### src/rtl/sn76489_tone_noise_generator.sv
// SN76489 tone/noise synthesis: three square tones, one LFSR noise, 4-ch mixer.
// Define SN76489_GG_STEREO_EN for Game Gear stereo routing (stereo, sampleLeft/Right).
module sn76489_tone_noise_generator #(
  parameter int          PRESCALE  = 16,
  parameter logic [15:0] LFSR_INIT = 16'h8000
) (
  input  logic       clock,
  input  logic       reset,
  input  logic [9:0] freq1,
  input  logic [9:0] freq2,
  input  logic [9:0] freq3,
  input  logic [3:0] att1,
  input  logic [3:0] att2,
  input  logic [3:0] att3,
  input  logic [3:0] attNoise,
  input  logic       noiseFeedback,
  input  logic [1:0] noiseFeed,
`ifdef SN76489_GG_STEREO_EN
  input  logic [7:0] stereo,
  output logic [9:0] sampleLeft,
  output logic [9:0] sampleRight,
`endif
  output logic [9:0] sample,
  output logic       sampleValid
);

  localparam int PW = (PRESCALE > 1) ? $clog2(PRESCALE) : 1;

  logic [PW-1:0]     pre_q;
  logic              tick;

  logic [2:0][9:0]   freq;
  logic [2:0][9:0]   tone_cnt_q;
  logic [2:0][9:0]   tone_cnt_d;
  logic [2:0]        tone_out_q;
  logic [2:0]        tone_out_d;
  logic [2:0]        tone_rel;

  logic [5:0]        noise_per;
  logic [5:0]        noise_cnt_q;
  logic [5:0]        noise_cnt_d;
  logic              noise_clk_q;
  logic              noise_clk_d;
  logic [15:0]       lfsr_q;
  logic [15:0]       lfsr_d;
  logic              lfsr_in;
  logic [2:0]        noise_reg_q;
  logic              noise_chg;

  logic [3:0]        ch_on;
  logic [3:0][3:0]   att;
  logic [9:0]        mix;

  assign freq      = {freq3, freq2, freq1};
  assign att       = {attNoise, att3, att2, att1};
  assign tick      = (pre_q == PW'(PRESCALE - 1));
  assign noise_chg = ({noiseFeedback, noiseFeed} != noise_reg_q);
  assign lfsr_in   = noiseFeedback ? (lfsr_q[0] ^ lfsr_q[3]) : lfsr_q[0];
  assign ch_on     = {lfsr_d[0], tone_out_d};

  function automatic logic [7:0] vol(input logic [3:0] a);
    logic [7:0] v;
    case (a)
      4'd0:    v = 8'd255;
      4'd1:    v = 8'd203;
      4'd2:    v = 8'd161;
      4'd3:    v = 8'd128;
      4'd4:    v = 8'd102;
      4'd5:    v = 8'd81;
      4'd6:    v = 8'd64;
      4'd7:    v = 8'd51;
      4'd8:    v = 8'd40;
      4'd9:    v = 8'd32;
      4'd10:   v = 8'd25;
      4'd11:   v = 8'd20;
      4'd12:   v = 8'd16;
      4'd13:   v = 8'd13;
      4'd14:   v = 8'd10;
      default: v = 8'd0;
    endcase
    return v;
  endfunction

  // prescaler: free-running divider producing one tick per PRESCALE clocks
  always_ff @(posedge clock) begin
    if (reset) begin
      pre_q <= '0;
    end else if (tick) begin
      pre_q <= '0;
    end else begin
      pre_q <= pre_q + PW'(1);
    end
  end

  // tone channels: reload-and-toggle half-period counters, forced high for freq<=1
  always_comb begin
    tone_cnt_d = tone_cnt_q;
    tone_out_d = tone_out_q;
    tone_rel   = '0;
    if (tick) begin
      for (int i = 0; i < 3; i++) begin
        if (freq[i] <= 10'd1) begin
          tone_out_d[i] = 1'b1;
          tone_cnt_d[i] = '0;
        end else if (tone_cnt_q[i] == 10'd0) begin
          tone_cnt_d[i] = freq[i] - 10'd1;
          tone_out_d[i] = ~tone_out_q[i];
          tone_rel[i]   = 1'b1;
        end else begin
          tone_cnt_d[i] = tone_cnt_q[i] - 10'd1;
        end
      end
    end
  end

  // noise reload value from the shift-rate select
  always_comb begin
    case (noiseFeed)
      2'd0:    noise_per = 6'd15;
      2'd1:    noise_per = 6'd31;
      default: noise_per = 6'd63;
    endcase
  end

  // noise clock and LFSR; a noise-register change overrides tick and shift
  always_comb begin
    noise_cnt_d = noise_cnt_q;
    noise_clk_d = noise_clk_q;
    lfsr_d      = lfsr_q;
    if (tick) begin
      if (noiseFeed == 2'd3) begin
        if (tone_rel[2]) begin
          noise_clk_d = ~noise_clk_q;
        end
      end else if (noise_cnt_q == 6'd0) begin
        noise_cnt_d = noise_per;
        noise_clk_d = ~noise_clk_q;
      end else begin
        noise_cnt_d = noise_cnt_q - 6'd1;
      end
    end
    if (!noise_clk_q && noise_clk_d) begin
      lfsr_d = {lfsr_in, lfsr_q[15:1]};
    end
    if (noise_chg) begin
      lfsr_d      = LFSR_INIT;
      noise_cnt_d = '0;
      noise_clk_d = 1'b0;
    end
  end

  // generator state registers
  always_ff @(posedge clock) begin
    if (reset) begin
      tone_cnt_q  <= '0;
      tone_out_q  <= '1;
      noise_cnt_q <= '0;
      noise_clk_q <= 1'b0;
      lfsr_q      <= LFSR_INIT;
      noise_reg_q <= 3'b000;
    end else begin
      tone_cnt_q  <= tone_cnt_d;
      tone_out_q  <= tone_out_d;
      noise_cnt_q <= noise_cnt_d;
      noise_clk_q <= noise_clk_d;
      lfsr_q      <= lfsr_d;
      noise_reg_q <= {noiseFeedback, noiseFeed};
    end
  end

  // mono mixer over the post-tick channel states
  always_comb begin
    mix = '0;
    for (int i = 0; i < 4; i++) begin
      if (ch_on[i]) begin
        mix = mix + {2'b00, vol(att[i])};
      end
    end
  end

  // sample register, updated one clock after each tick
  always_ff @(posedge clock) begin
    if (reset) begin
      sample      <= '0;
      sampleValid <= 1'b0;
    end else begin
      sampleValid <= tick;
      if (tick) begin
        sample <= mix;
      end
    end
  end

`ifdef SN76489_GG_STEREO_EN
  logic [7:0] stereo_q;
  logic [7:0] stereo_d;
  logic [9:0] mix_l;
  logic [9:0] mix_r;

  assign stereo_d = tick ? stereo : stereo_q;

  // stereo routing mask, captured on each tick
  always_ff @(posedge clock) begin
    if (reset) begin
      stereo_q <= 8'hFF;
    end else begin
      stereo_q <= stereo_d;
    end
  end

  // left/right mixers over the enabled channels only
  always_comb begin
    mix_l = '0;
    mix_r = '0;
    for (int i = 0; i < 4; i++) begin
      if (ch_on[i] && stereo_d[4 + i]) begin
        mix_l = mix_l + {2'b00, vol(att[i])};
      end
      if (ch_on[i] && stereo_d[i]) begin
        mix_r = mix_r + {2'b00, vol(att[i])};
      end
    end
  end

  // stereo sample registers, updated together with sample
  always_ff @(posedge clock) begin
    if (reset) begin
      sampleLeft  <= '0;
      sampleRight <= '0;
    end else if (tick) begin
      sampleLeft  <= mix_l;
      sampleRight <= mix_r;
    end
  end
`endif

endmodule

### config.mk
export PLATFORM = sky130hd
export DESIGN_NAME = sn76489_tone_noise_generator
export DESIGN_NICKNAME = d
export VERILOG_FILES = /design/src/rtl/sn76489_tone_noise_generator.sv
export SDC_FILE = /design/constraint.sdc
export NUM_CORES = 1
export LEC_CHECK = 0
export CORE_ASPECT_RATIO = 1.1
export CORE_MARGIN = 2
export CORE_UTILIZATION = 50
export DETAILED_ROUTE_END_ITERATION = 10
export PLACE_DENSITY = 0.76
export SYNTH_ARGS = -nofsm -noshare
export SYNTH_HDL_FRONTEND = slang
export SYNTH_SLANG_ARGS = --single-unit
### constraint.sdc
create_clock -name clock -period 7 [get_ports clock]
set_clock_uncertainty 0.1 [all_clocks]
set_input_delay 0.7 -clock clock [delete_from_list [all_inputs] [get_ports clock]]
set_output_delay 0.7 -clock clock [all_outputs]
set_load 0.01 [all_outputs]
* Word level (Yosys, flattened, before mapping)
Memory sizes are Yosys's and may differ from the RTL's.
Cells that the tools add are included.
** Word-level totals
- Bits in registers :: 74
- Latch bits :: 0
- RAM bits :: 0
- ROM bits :: 512
- Input port bits :: 51
- Output and inout port bits :: 11
- Logic and storage cells :: 86
- Memories kept :: 4
** Operators by class
- Add/sub/neg operators :: 11
- Multiply operators :: 0
- Divide/modulo/power cells :: 0
- Order comparisons :: 3
- Equality and inequality tests :: 4
- Shift operators :: 0
- Mux-type cells :: 36
- Bitwise logic cells :: 6
- Reductions and logical operators :: 10
** Memory list
- (no name shown) :: depth 16, width 8, read ports 1, clocked after Yosys merged registers in 0, write ports 0, RTL line 63 : case (a)
- (no name shown) :: depth 16, width 8, read ports 1, clocked after Yosys merged registers in 0, write ports 0, RTL line 63
- (no name shown) :: depth 16, width 8, read ports 1, clocked after Yosys merged registers in 0, write ports 0, RTL line 63
- (no name shown) :: depth 16, width 8, read ports 1, clocked after Yosys merged registers in 0, write ports 0, RTL line 63
** Operators with widths (count)
- 10-bit two-way mux :: 9
- 10-bit by 1-bit subtractor with 10-bit output (second input constant) :: 6
- 8-bit two-way mux :: 4
- 10-bit by 8-bit adder with 10-bit output :: 3
- 10-bit by 1-bit <= comparator with 1-bit output (second input constant) :: 3
- 10-bit zero test :: 3
- 1-bit two-way mux :: 19
- 6-bit one-hot mux with 2 select lines :: 1
- 6-bit zero test :: 1
- 3-bit two-way mux :: 2
- 6-bit two-way mux :: 1
- 6-bit by 1-bit subtractor with 6-bit output (second input constant) :: 1
- 1-bit NOT :: 5
- 4-bit by 1-bit adder with 4-bit output (second input constant) :: 1
- 4-bit == test (second input constant) :: 1
- 2-bit OR reduction :: 2
- 3-bit != test :: 1
- 2-bit by 1-bit == test with 1-bit output (second input constant) :: 1
- 2-bit == test (second input constant) :: 1
- 2-bit zero test :: 1
- 2-bit AND reduction :: 1
- 1-bit logical AND :: 1
- 1-bit zero test :: 1
- 1-bit bitwise XOR :: 1

* Longest topological paths before layout
Gate-level depths: netlist of the first run.
- Depth after elaboration :: 13
- Mapped depth :: 29
- Depth with buffers taken out :: 28

* Worst setup path after synthesis of the first run
OpenSTA, ideal clock, no wires.
- Path kind :: input -> register
- Start point :: input freq1[2]
- End point :: register sample[8]
- Library setup time :: 0.117 ns
- Arrival :: 5.783 ns
- Data required time :: 6.783 ns
- Slack :: 1.000 ns
- Stages :: 22
- Path buffers :: 2
- Cells stage by stage :: or4_1 > clkbuf_1 > nor3_1 > and4b_1 > clkbuf_1 > or2_2 > a211oi_1 > fa_1 > mux2_2 > fa_1 > a211oi_1 > nor2_1 > o31ai_1 > a21oi_1 > a31oi_1 > ha_1 > or2_2 > a21oi_1 > a21oi_1 > a21boi_1 > xnor2_1 > a22o_1
** On the way
- Word-level cells in the longest chain between the ends :: 10
** RTL lines
- from (decl) :: RTL line 9 : input logic [9:0] freq1,
- 10-bit by 1-bit <= comparator with 1-bit output * :: RTL line 102 : if (freq[i] <= 10'd1) begin
- 1-bit two-way mux * :: RTL line 102
- 3-bit two-way mux * :: RTL line 100 : if (tick) begin
- 8-bit two-way mux * :: RTL line 175 : if (ch_on[i]) begin
- 10-bit by 8-bit adder with 10-bit output :: RTL line 176 : mix = mix + {2'b00, vol(att[i])};
- 10-bit two-way mux * :: RTL line 175
- 10-bit by 8-bit adder with 10-bit output :: RTL line 176
- 10-bit two-way mux * :: RTL line 175
- 10-bit by 8-bit adder with 10-bit output :: RTL line 176
- 10-bit two-way mux * :: RTL line 175
- to (signal assigned) :: RTL line 189 : sample <= mix;
- to (decl) :: RTL line 23 : output logic [9:0] sample,
Every way passes the cells marked *; elsewhere a longest branch is shown, timed or not.
A chain may end at the register's enable or synchronous reset.

* Worst setup path in the final report of the first run
- Start point :: input freq1[2]
- End point :: register sample[7]
The elaborated chain is that of the path after synthesis.

==> impl_metrics.xml, run 1 <==
<?xml version="1.0" encoding="UTF-8"?>
<metrics>
  <group name="outcome">
    <metric name="outcome" unit="">complete, no violations</metric>
  </group>
  <group name="yosys">
    <metric name="ys_async_sr_fraction" unit="%">0</metric>
    <metric name="post_syn_nets" unit="">913</metric>
    <metric name="avgSynthCellArea" unit="sq um">7.50</metric>
    <metric name="dominant_synthesized_flop_cell" unit="">sky130_fd_sc_hd__dfxtp_1</metric>
    <metric name="ys_seq_elements" unit="">74</metric>
    <metric name="synthesis.instances" unit="">805</metric>
    <metric name="edff_count_synth" unit="">0</metric>
    <metric name="synth_warnings" unit="">0</metric>
    <metric name="synth.cell_area" unit="sq um">6040</metric>
    <metric name="synth_cell_type_count" unit="">66</metric>
    <metric name="yosysSeqAreaShare" unit="%">24.5</metric>
  </group>
  <group name="clocking">
    <metric name="cts.path.max_buffers" unit="">2</metric>
    <metric name="cts_tree" unit="">yes</metric>
    <metric name="clk_pin_slew" unit="ps">60</metric>
    <metric name="post-cts-setup-buffers" unit="">0</metric>
    <metric name="worstSkewPairLatency" unit="ps">340</metric>
    <metric name="ctsResizeCount" unit="">0</metric>
    <metric name="cts_hold_buf" unit="">0</metric>
    <metric name="cts_buffers" unit="">9</metric>
    <metric name="tritoncts_num_sinks" unit="">74</metric>
    <metric name="htree_levels" unit="">3</metric>
    <metric name="clock-root-buffer" unit="">sky130_fd_sc_hd__clkbuf_16</metric>
  </group>
  <group name="placed_design">
    <metric name="final_replace_weighted_congestion" unit="">0.824</metric>
    <metric name="preCtsSetupSlack" unit="ps">192</metric>
    <metric name="hpwl" unit="mm">10.5</metric>
    <metric name="port_buffers" unit="">61</metric>
  </group>
  <group name="critical_path">
    <metric name="critical_path_peak_fanout" unit="">6</metric>
    <metric name="setup.worst_path.start_class" unit="">primary input</metric>
    <metric name="timing.critical_path.required" unit="ps">7140</metric>
    <metric name="worst-endpoint-arrival" unit="ps">6500</metric>
    <metric name="worst-path-buf-inv" unit="">2</metric>
    <metric name="worst_path_dominant_cell_family" unit="">simple AND/OR/NAND/NOR gates</metric>
    <metric name="delay_of_the_slowest_cell_on_the_worst_path" unit="ps">650</metric>
    <metric name="critPathKind" unit="">primary input to register</metric>
    <metric name="crit_path_cell_trace" unit="">clkdlybuf4s50_1 -&gt; or4_1 -&gt; nor3_1 -&gt; and4b_1 -&gt; or2_2 -&gt; a211oi_2 -&gt; fa_1 -&gt; mux2_2 -&gt; fa_1 -&gt; mux2i_1 -&gt; inv_1 -&gt; ha_1 -&gt; a211oi_1 -&gt; o21ai_0 -&gt; a21oi_1 -&gt; nor2_1 -&gt; o31ai_1 -&gt; xnor2_1 -&gt; mux2i_1 -&gt; a211oi_1</metric>
    <metric name="cpMaxStageDelayCell" unit="">sky130_fd_sc_hd__or4_1</metric>
    <metric name="kind_of_end_point_of_the_critical_path" unit="">register</metric>
  </group>
  <group name="power_and_ir_drop">
    <metric name="combPwrFrac" unit="%">34.4</metric>
    <metric name="p_leak" unit="nW">2.73</metric>
    <metric name="p_sw_share" unit="%">32.2</metric>
    <metric name="internal_power" unit="W">0.000929</metric>
    <metric name="switchingPower" unit="W">0.000442</metric>
    <metric name="power.clock.fraction" unit="%">34.6</metric>
    <metric name="sequentialPowerShare" unit="%">31.0</metric>
    <metric name="peak_supply_drop" unit="mV">0.165</metric>
    <metric name="cellPowerDensity" unit="nW/um^2">195</metric>
  </group>
  <group name="routing">
    <metric name="antenna_violating_nets_post_route" unit="">0</metric>
    <metric name="via_count" unit="">5687</metric>
    <metric name="route.detailed.vias_per_inst" unit="">5.68</metric>
    <metric name="route.detailed.wl_per_inst" unit="microns">13.7</metric>
    <metric name="drc_errors" unit="">0</metric>
    <metric name="postRouteWirelength" unit="mm">13.8</metric>
    <metric name="drtIter0Drc" unit="">295</metric>
    <metric name="detail_route.first_pass.iterations" unit="">5</metric>
  </group>
  <group name="timing">
    <metric name="final_setup_violating_endpoints" unit="">0</metric>
    <metric name="setup_ws" unit="ps">644</metric>
    <metric name="achievable-frequency" unit="MHz">157</metric>
    <metric name="timing.setup.tns" unit="ps">0</metric>
    <metric name="drv_slew" unit="">0</metric>
    <metric name="worst_case_headroom_to_the_max_slew_limit" unit="%">41.7</metric>
    <metric name="final_worst_path_period_share" unit="%">90.8</metric>
    <metric name="endpoints_failing_hold" unit="">0</metric>
    <metric name="worst-slew-pin-transition" unit="ps">875</metric>
    <metric name="finalWorstPathRequiredPeriod" unit="ps">6360</metric>
    <metric name="setup_repair_after_global_routing_missed_its_margin" unit="">no</metric>
  </group>
  <group name="grt">
    <metric name="largest_net_degree_at_the_start_of_global_routing" unit="">23</metric>
    <metric name="grt_antenna_before_repair" unit="">0</metric>
    <metric name="grt.total_usage" unit="%">22.4</metric>
    <metric name="grt_pass1_vias" unit="">5317</metric>
    <metric name="grt_pass1_wl" unit="mm">24.0</metric>
    <metric name="grt_overflow_total" unit="">0</metric>
  </group>
  <group name="worst_hold_path">
    <metric name="min-delay-path-class" unit="">register to register</metric>
  </group>
  <group name="floorplan">
    <metric name="coreArea" unit="sq um">11900</metric>
    <metric name="core.rowCount" unit="">42</metric>
    <metric name="ios" unit="">62</metric>
    <metric name="die-height" unit="microns">119</metric>
    <metric name="initial_core_util" unit="%">50.6</metric>
    <metric name="die-width" unit="microns">109</metric>
    <metric name="die-area" unit="sq um">13000</metric>
  </group>
  <group name="run">
    <metric name="cap_viol_max_count" unit="">0</metric>
  </group>
  <group name="finish">
    <metric name="finish.net_count" unit="">950</metric>
    <metric name="final_layout_size_suffix_gt1_share" unit="%">4.49</metric>
    <metric name="diodes" unit="">0</metric>
    <metric name="area_growth_syn_to_layout" unit="%">16.4</metric>
  </group>
</metrics>
## state kept, by name (all words and copies together), names as in the netlist
name / flops
tone_cnt_q: 30
lfsr_q: 16
sample: 10
noise_cnt_q: 6
pre_q: 4
noise_reg_q: 3
tone_out_q: 3
noise_clk_q: 1
sampleValid: 1
## kinds of logic after synthesis
group           after synthesis  share of synthesized area, %
compound gates              239                          24.6
simple gates                299                          23.8
xor+xnor                     40                          5.80
buf+inv                      73                          4.79
flops                        74                          24.5
fa+ha+maj                    57                          12.2
mux                          23                          4.33
## final timing paths
path | from | end | slack (ps) | cells past startpoint
min reg2reg | lfsr_q[4] | lfsr_q[4] | 350 | 2
max reg2reg | tone_cnt_q[10] | sample[7] | 950 | 20
min | lfsr_q[4] | lfsr_q[4] | 350 | 2
max | freq1[2] | sample[7] | 640 | 20
## power by group through the flow
stage	registers (W)	clock network [W]	logic, W
after floorplan	0.000434	0	0.000357
after global placement	0.000434	0	0.000461
after detailed placement	0.000434	0	0.000465
after CTS	0.000425	0.000483	0.000468
after global routing	0.000425	0.000502	0.000533
final	0.000425	0.000474	0.000472
## placed cells by master, fill, tap and decap left out, types with 8 or more instances in the layout
cell type / netlist / routed
sky130_fd_sc_hd__or4_1: 9 / 9
sky130_fd_sc_hd__nor2b_1: 13 / 13
sky130_fd_sc_hd__a21o_1: 8 / 8
sky130_fd_sc_hd__nor3_1: 24 / 24
sky130_fd_sc_hd__ha_1: 54 / 54
sky130_fd_sc_hd__o21ai_0: 78 / 78
sky130_fd_sc_hd__clkbuf_16: 0 / 9
sky130_fd_sc_hd__nand2_1: 87 / 87
sky130_fd_sc_hd__mux2i_1: 13 / 13
sky130_fd_sc_hd__nor4_1: 16 / 16
sky130_fd_sc_hd__clkdlybuf4s50_1: 0 / 61
sky130_fd_sc_hd__nand3_1: 12 / 12
sky130_fd_sc_hd__a211oi_1: 19 / 18
sky130_fd_sc_hd__or3_1: 11 / 11
sky130_fd_sc_hd__nor2_1: 84 / 84
sky130_fd_sc_hd__dfxtp_1: 74 / 74
sky130_fd_sc_hd__xor2_1: 18 / 18
sky130_fd_sc_hd__inv_1: 36 / 36
sky130_fd_sc_hd__xnor2_1: 22 / 22
sky130_fd_sc_hd__a21oi_1: 63 / 63
sky130_fd_sc_hd__nand2b_1: 14 / 14
sky130_fd_sc_hd__o31ai_1: 13 / 13
## layer usage
| layer | global-route usage [%] | wire (microns) | share of wire (%) |
|---|---|---|---|
| met5 | 0 | 0 | 0 |
| met1 | 30.0 | 6660 | 48 |
| met4 | 6.65 | 277 | 2.0 |
| met2 | 37.0 | 6380 | 46 |
| met3 | 3.45 | 444 | 3.2 |
## through the flow
stage                     cells  instance area [sq um]  util [%]  power (W)  hold WS (ps)
after floorplan             805                   6040         -   0.000791           318
after global placement      985                   6700      56.2   0.000895           332
after detailed placement    985                   6700      56.2   0.000899           345
after CTS                  1001                   7010      58.8    0.00138           354
after global routing       1001                   7030      58.9    0.00146           367
final                      1001                   7030      58.9    0.00137           350
## Yosys cell counts (3+ instances only)
library cell	number	area share [%]
sky130_fd_sc_hd__xor2_1	18	2.6
sky130_fd_sc_hd__or3_1	11	1.1
sky130_fd_sc_hd__and2_1	3	0.31
sky130_fd_sc_hd__or2_2	4	0.41
sky130_fd_sc_hd__nor2_1	84	5.2
sky130_fd_sc_hd__nor4_1	16	1.7
sky130_fd_sc_hd__a311oi_1	3	0.44
sky130_fd_sc_hd__a22o_1	7	1.0
sky130_fd_sc_hd__buf_2	3	0.25
sky130_fd_sc_hd__inv_1	36	2.2
sky130_fd_sc_hd__o21ai_0	78	6.5
sky130_fd_sc_hd__and3_1	5	0.52
sky130_fd_sc_hd__nor2b_1	13	1.3
sky130_fd_sc_hd__o22ai_1	5	0.52
sky130_fd_sc_hd__fa_1	3	0.99
sky130_fd_sc_hd__o21a_1	5	0.62
sky130_fd_sc_hd__a211oi_1	19	2.4
sky130_fd_sc_hd__nand2_1	87	5.4
sky130_fd_sc_hd__nand3b_1	5	0.62
sky130_fd_sc_hd__dfxtp_1	74	25
sky130_fd_sc_hd__mux2_2	7	1.3
sky130_fd_sc_hd__a21oi_1	63	5.2
sky130_fd_sc_hd__a21boi_0	3	0.37
sky130_fd_sc_hd__o211ai_1	4	0.50
sky130_fd_sc_hd__a31oi_1	6	0.62
sky130_fd_sc_hd__nor3b_1	4	0.50
sky130_fd_sc_hd__or4_1	9	1.1
sky130_fd_sc_hd__nand3_1	12	0.99
sky130_fd_sc_hd__nor3_1	24	2.0
sky130_fd_sc_hd__mux2i_1	13	2.2
sky130_fd_sc_hd__nand2b_1	14	1.5
sky130_fd_sc_hd__ha_1	54	11
sky130_fd_sc_hd__o31ai_1	13	1.6
sky130_fd_sc_hd__clkbuf_1	31	1.9
sky130_fd_sc_hd__o21bai_1	3	0.37
sky130_fd_sc_hd__a21o_1	8	0.99
sky130_fd_sc_hd__xnor2_1	22	3.2
## worst min-delay path, stage by stage, from the launching register on
cell                      delay, ps
sky130_fd_sc_hd__dfxtp_1        310
sky130_fd_sc_hd__nand2_1         50
sky130_fd_sc_hd__a21oi_1         50
## cell type report
cell class | instances | area, sq um
Inverter | 36 | 135
Timing Repair Buffer | 63 | 626
Clock buffer | 9 | 225
Clock inverter | 7 | 85.1
Sequential cell | 74 | 1480
Tap cell | 154 | 193
Multi-Input combinational cell | 658 | 4290
Fill cell | 1119 | 4900
(Power assumes the default switching activity.)
==> run 2, diff against run 1 <==
--- a/config.mk
+++ b/config.mk
@@ -9,7 +9,7 @@
 export CORE_MARGIN = 2
 export CORE_UTILIZATION = 50
 export DETAILED_ROUTE_END_ITERATION = 10
-export PLACE_DENSITY = 0.76
+export PLACE_DENSITY = 0.72
 export SYNTH_ARGS = -nofsm -noshare
 export SYNTH_HDL_FRONTEND = slang
 export SYNTH_SLANG_ARGS = --single-unit
==> run 2 against run 1 <==
First-iteration DRC count up 20%. Critical path type unchanged. Sequential share of layout area up 0.13 points. Flip-flop and latch count unchanged. Sequential power about the same. Core utilization down 0.37 points. Cell area down 0.62%. Critical endpoint is now sample[8].
==> impl_metrics.xml, run 2 (same netlist as run 1, synthesis figures left out) <==
<?xml version="1.0" encoding="UTF-8"?>
<metrics>
  <group name="finish">
    <metric name="multiInputGateArea" unit="sq um">4290</metric>
    <metric name="most-common-layout-cells" unit="">sky130_fd_sc_hd__nand2_1, sky130_fd_sc_hd__nor2_1, sky130_fd_sc_hd__o21ai_0</metric>
    <metric name="diodes" unit="">0</metric>
    <metric name="registers.top_by_ff_count" unit="">tone_cnt_q</metric>
    <metric name="largest_register_ff_count" unit="">30</metric>
    <metric name="area_taken_by_flip_flops_and_latches" unit="sq um">1480</metric>
    <metric name="layout_top_registers" unit="">tone_cnt_q (30), lfsr_q (16), sample (10)</metric>
    <metric name="non_filler_cells_in_the_finished_layout" unit="">1000</metric>
    <metric name="final_layout_size_suffix_gt1_share" unit="%">4.37</metric>
    <metric name="fillerInstances" unit="">1065</metric>
    <metric name="postLayoutCellArea" unit="sq um">6990</metric>
    <metric name="finish.net_count" unit="">950</metric>
    <metric name="area_growth_syn_to_layout" unit="%">15.7</metric>
    <metric name="mostFrequentLayoutCell" unit="">sky130_fd_sc_hd__nand2_1</metric>
  </group>
  <group name="run">
    <metric name="cap_viol_max_count" unit="">0</metric>
  </group>
  <group name="critical_path">
    <metric name="rr_endpoint" unit="">sample[7]</metric>
    <metric name="worst-r2r-cell-count" unit="">20</metric>
    <metric name="timing.critical_path.required" unit="ps">7120</metric>
    <metric name="kind_of_end_point_of_the_critical_path" unit="">register</metric>
    <metric name="regToRegSetupSlack" unit="ps">910</metric>
    <metric name="critical_path_peak_fanout" unit="">6</metric>
    <metric name="setup.worst_path.start_class" unit="">primary input</metric>
    <metric name="regToRegStartpoint" unit="">tone_cnt_q[10]</metric>
    <metric name="worst-endpoint-arrival" unit="ps">6630</metric>
    <metric name="critPathKind" unit="">primary input to register</metric>
  </group>
  <group name="timing">
    <metric name="worst_hold_slack" unit="ps">354</metric>
    <metric name="final_setup_violating_endpoints" unit="">0</metric>
    <metric name="endpoints_failing_hold" unit="">0</metric>
    <metric name="finalWorstPathRequiredPeriod" unit="ps">6510</metric>
    <metric name="setup_repair_after_global_routing_missed_its_margin" unit="">no</metric>
    <metric name="worst_case_headroom_to_the_max_slew_limit" unit="%">42.3</metric>
    <metric name="worst-slew-pin-transition" unit="ps">862</metric>
    <metric name="achievable-frequency" unit="MHz">154</metric>
    <metric name="drv_slew" unit="">0</metric>
    <metric name="final_worst_path_period_share" unit="%">93.0</metric>
  </group>
  <group name="routing">
    <metric name="via_count" unit="">5902</metric>
    <metric name="drc_errors" unit="">0</metric>
    <metric name="postRouteWirelength" unit="mm">14.7</metric>
    <metric name="route.detailed.vias_per_inst" unit="">5.90</metric>
    <metric name="antenna_violating_nets_post_route" unit="">0</metric>
    <metric name="detail_route.first_pass.iterations" unit="">6</metric>
    <metric name="route.detailed.wl_per_inst" unit="microns">14.7</metric>
    <metric name="drtIter0Drc" unit="">354</metric>
  </group>
  <group name="placed_design">
    <metric name="hpwl" unit="mm">11.4</metric>
    <metric name="placed_cells_incl_taps" unit="">985</metric>
    <metric name="port_buffers" unit="">61</metric>
    <metric name="dp_area" unit="sq um">6700</metric>
    <metric name="final_replace_weighted_congestion" unit="">0.904</metric>
  </group>
  <group name="clocking">
    <metric name="htree_levels" unit="">3</metric>
    <metric name="cts_hold_buf" unit="">0</metric>
    <metric name="cts_buffers" unit="">9</metric>
    <metric name="cts.path.max_buffers" unit="">2</metric>
    <metric name="cts_tree" unit="">yes</metric>
    <metric name="clk_pin_slew" unit="ps">60</metric>
    <metric name="worstSkewPairLatency" unit="ps">330</metric>
    <metric name="clock-root-buffer" unit="">sky130_fd_sc_hd__clkbuf_16</metric>
    <metric name="tritoncts_num_sinks" unit="">74</metric>
  </group>
  <group name="floorplan">
    <metric name="core.rowCount" unit="">42</metric>
    <metric name="initial_core_util" unit="%">50.6</metric>
    <metric name="die-height" unit="microns">119</metric>
    <metric name="die-area" unit="sq um">13000</metric>
    <metric name="ios" unit="">62</metric>
    <metric name="die-width" unit="microns">109</metric>
    <metric name="coreArea" unit="sq um">11900</metric>
  </group>
  <group name="outcome">
    <metric name="outcome" unit="">complete, no violations</metric>
  </group>
  <group name="grt">
    <metric name="grt_antenna_before_repair" unit="">0</metric>
    <metric name="grt_pass1_vias" unit="">5403</metric>
    <metric name="grt_overflow_total" unit="">0</metric>
    <metric name="grt.total_usage" unit="%">22.7</metric>
    <metric name="largest_net_degree_at_the_start_of_global_routing" unit="">23</metric>
    <metric name="grt_pass1_wl" unit="mm">24.2</metric>
  </group>
  <group name="worst_hold_path">
    <metric name="hold-path-endpoint" unit="">pre_q[0]</metric>
    <metric name="holdCritStartpoint" unit="">pre_q[0]</metric>
    <metric name="hold_path_depth" unit="">1</metric>
    <metric name="min-delay-path-class" unit="">register to register</metric>
  </group>
  <group name="power_and_ir_drop">
    <metric name="peak_supply_drop" unit="mV">0.102</metric>
    <metric name="p_leak" unit="nW">2.71</metric>
    <metric name="cellPowerDensity" unit="nW/um^2">190</metric>
  </group>
</metrics>
-- run 2: critical path, cell delays in order --
cell and delay, ps:
sky130_fd_sc_hd__clkdlybuf4s50_1 600, sky130_fd_sc_hd__inv_1 90, sky130_fd_sc_hd__ha_1 250, sky130_fd_sc_hd__o21bai_1 220, sky130_fd_sc_hd__nor4_1 80, sky130_fd_sc_hd__a311oi_2 460, sky130_fd_sc_hd__nor2_1 140, sky130_fd_sc_hd__and3_1 170
sky130_fd_sc_hd__ha_1 200, sky130_fd_sc_hd__fa_1 420, sky130_fd_sc_hd__nand2_1 100, sky130_fd_sc_hd__nand2b_1 60, sky130_fd_sc_hd__a211oi_1 240, sky130_fd_sc_hd__nor2_1 70, sky130_fd_sc_hd__mux2_2 300, sky130_fd_sc_hd__ha_1 330
sky130_fd_sc_hd__o21ai_0 90, sky130_fd_sc_hd__nor2_1 90, sky130_fd_sc_hd__o31ai_1 290, sky130_fd_sc_hd__a21oi_1 110, sky130_fd_sc_hd__a31oi_1 260, sky130_fd_sc_hd__ha_1 310, sky130_fd_sc_hd__or2_2 300, sky130_fd_sc_hd__a21oi_1 160
sky130_fd_sc_hd__a21oi_1 70, sky130_fd_sc_hd__a21boi_1 160, sky130_fd_sc_hd__xnor2_1 140, sky130_fd_sc_hd__a22o_1 200
-- run 2: worst max-delay path by stage --
stage                         from   endpoint  slack [ps]  depth (start not counted)
after floorplan           freq1[2]  sample[8]        1000                         22
after global placement    freq1[2]  sample[8]         240                         24
after detailed placement  freq1[2]  sample[8]         -40                         24
after CTS                 freq1[2]  sample[8]         260                         24
after global routing      freq1[0]  sample[8]           4                         28
final                     freq1[0]  sample[8]         490                         28
-- run 2: timing repair --
item                                    CTS  global route
setup buffers                             0             0
endpoints found under the setup margin    0             3
gates resized for setup                   0             5
-- run 2: per-layer routing --
metal	vias up	track usage (%)	share of wire (%)
met4	0	7.77	1.9
li1	2964	-	-
met2	154	40.0	50
met5	-	0	0
met1	2762	27.6	44
met3	22	3.50	4.1
-- run 2: metrics by stage --
| step | utilization (%) | setup TNS, ps | setup slack [ps] | total power (W) |
|---|---|---|---|---|
| 6_report | 58.6 | 0 | 488 | 0.00133 |
| 5_1_grt | 58.6 | 0 | 3.70 | 0.00141 |
| 4_1_cts | 58.4 | 0 | 261 | 0.00133 |
| 3_5_place_dp | 56.2 | -55.0 | -36.3 | 0.000913 |
| 3_3_place_gp | 56.2 | 0 | 238 | 0.000892 |
| 2_1_floorplan | - | 0 | 1000 | 0.000791 |
-- run 2: cell type report --
class                           instances  share of cell area [%]
Timing Repair Buffer                   63                    8.95
Sequential cell                        74                    21.2
Clock buffer                           10                    3.28
Tap cell                              154                    2.76
Multi-Input combinational cell        658                    61.4
Clock inverter                          5                   0.466
Inverter                               36                    1.93
-- run 2: report_power, final --
| part | internal [W] | switching [W] |
|---|---|---|
| registers | 0.000424 | 0.00000143 |
| clock network | 0.000237 | 0.000175 |
| logic | 0.000225 | 0.000266 |
| total | 0.000886 | 0.000443 |
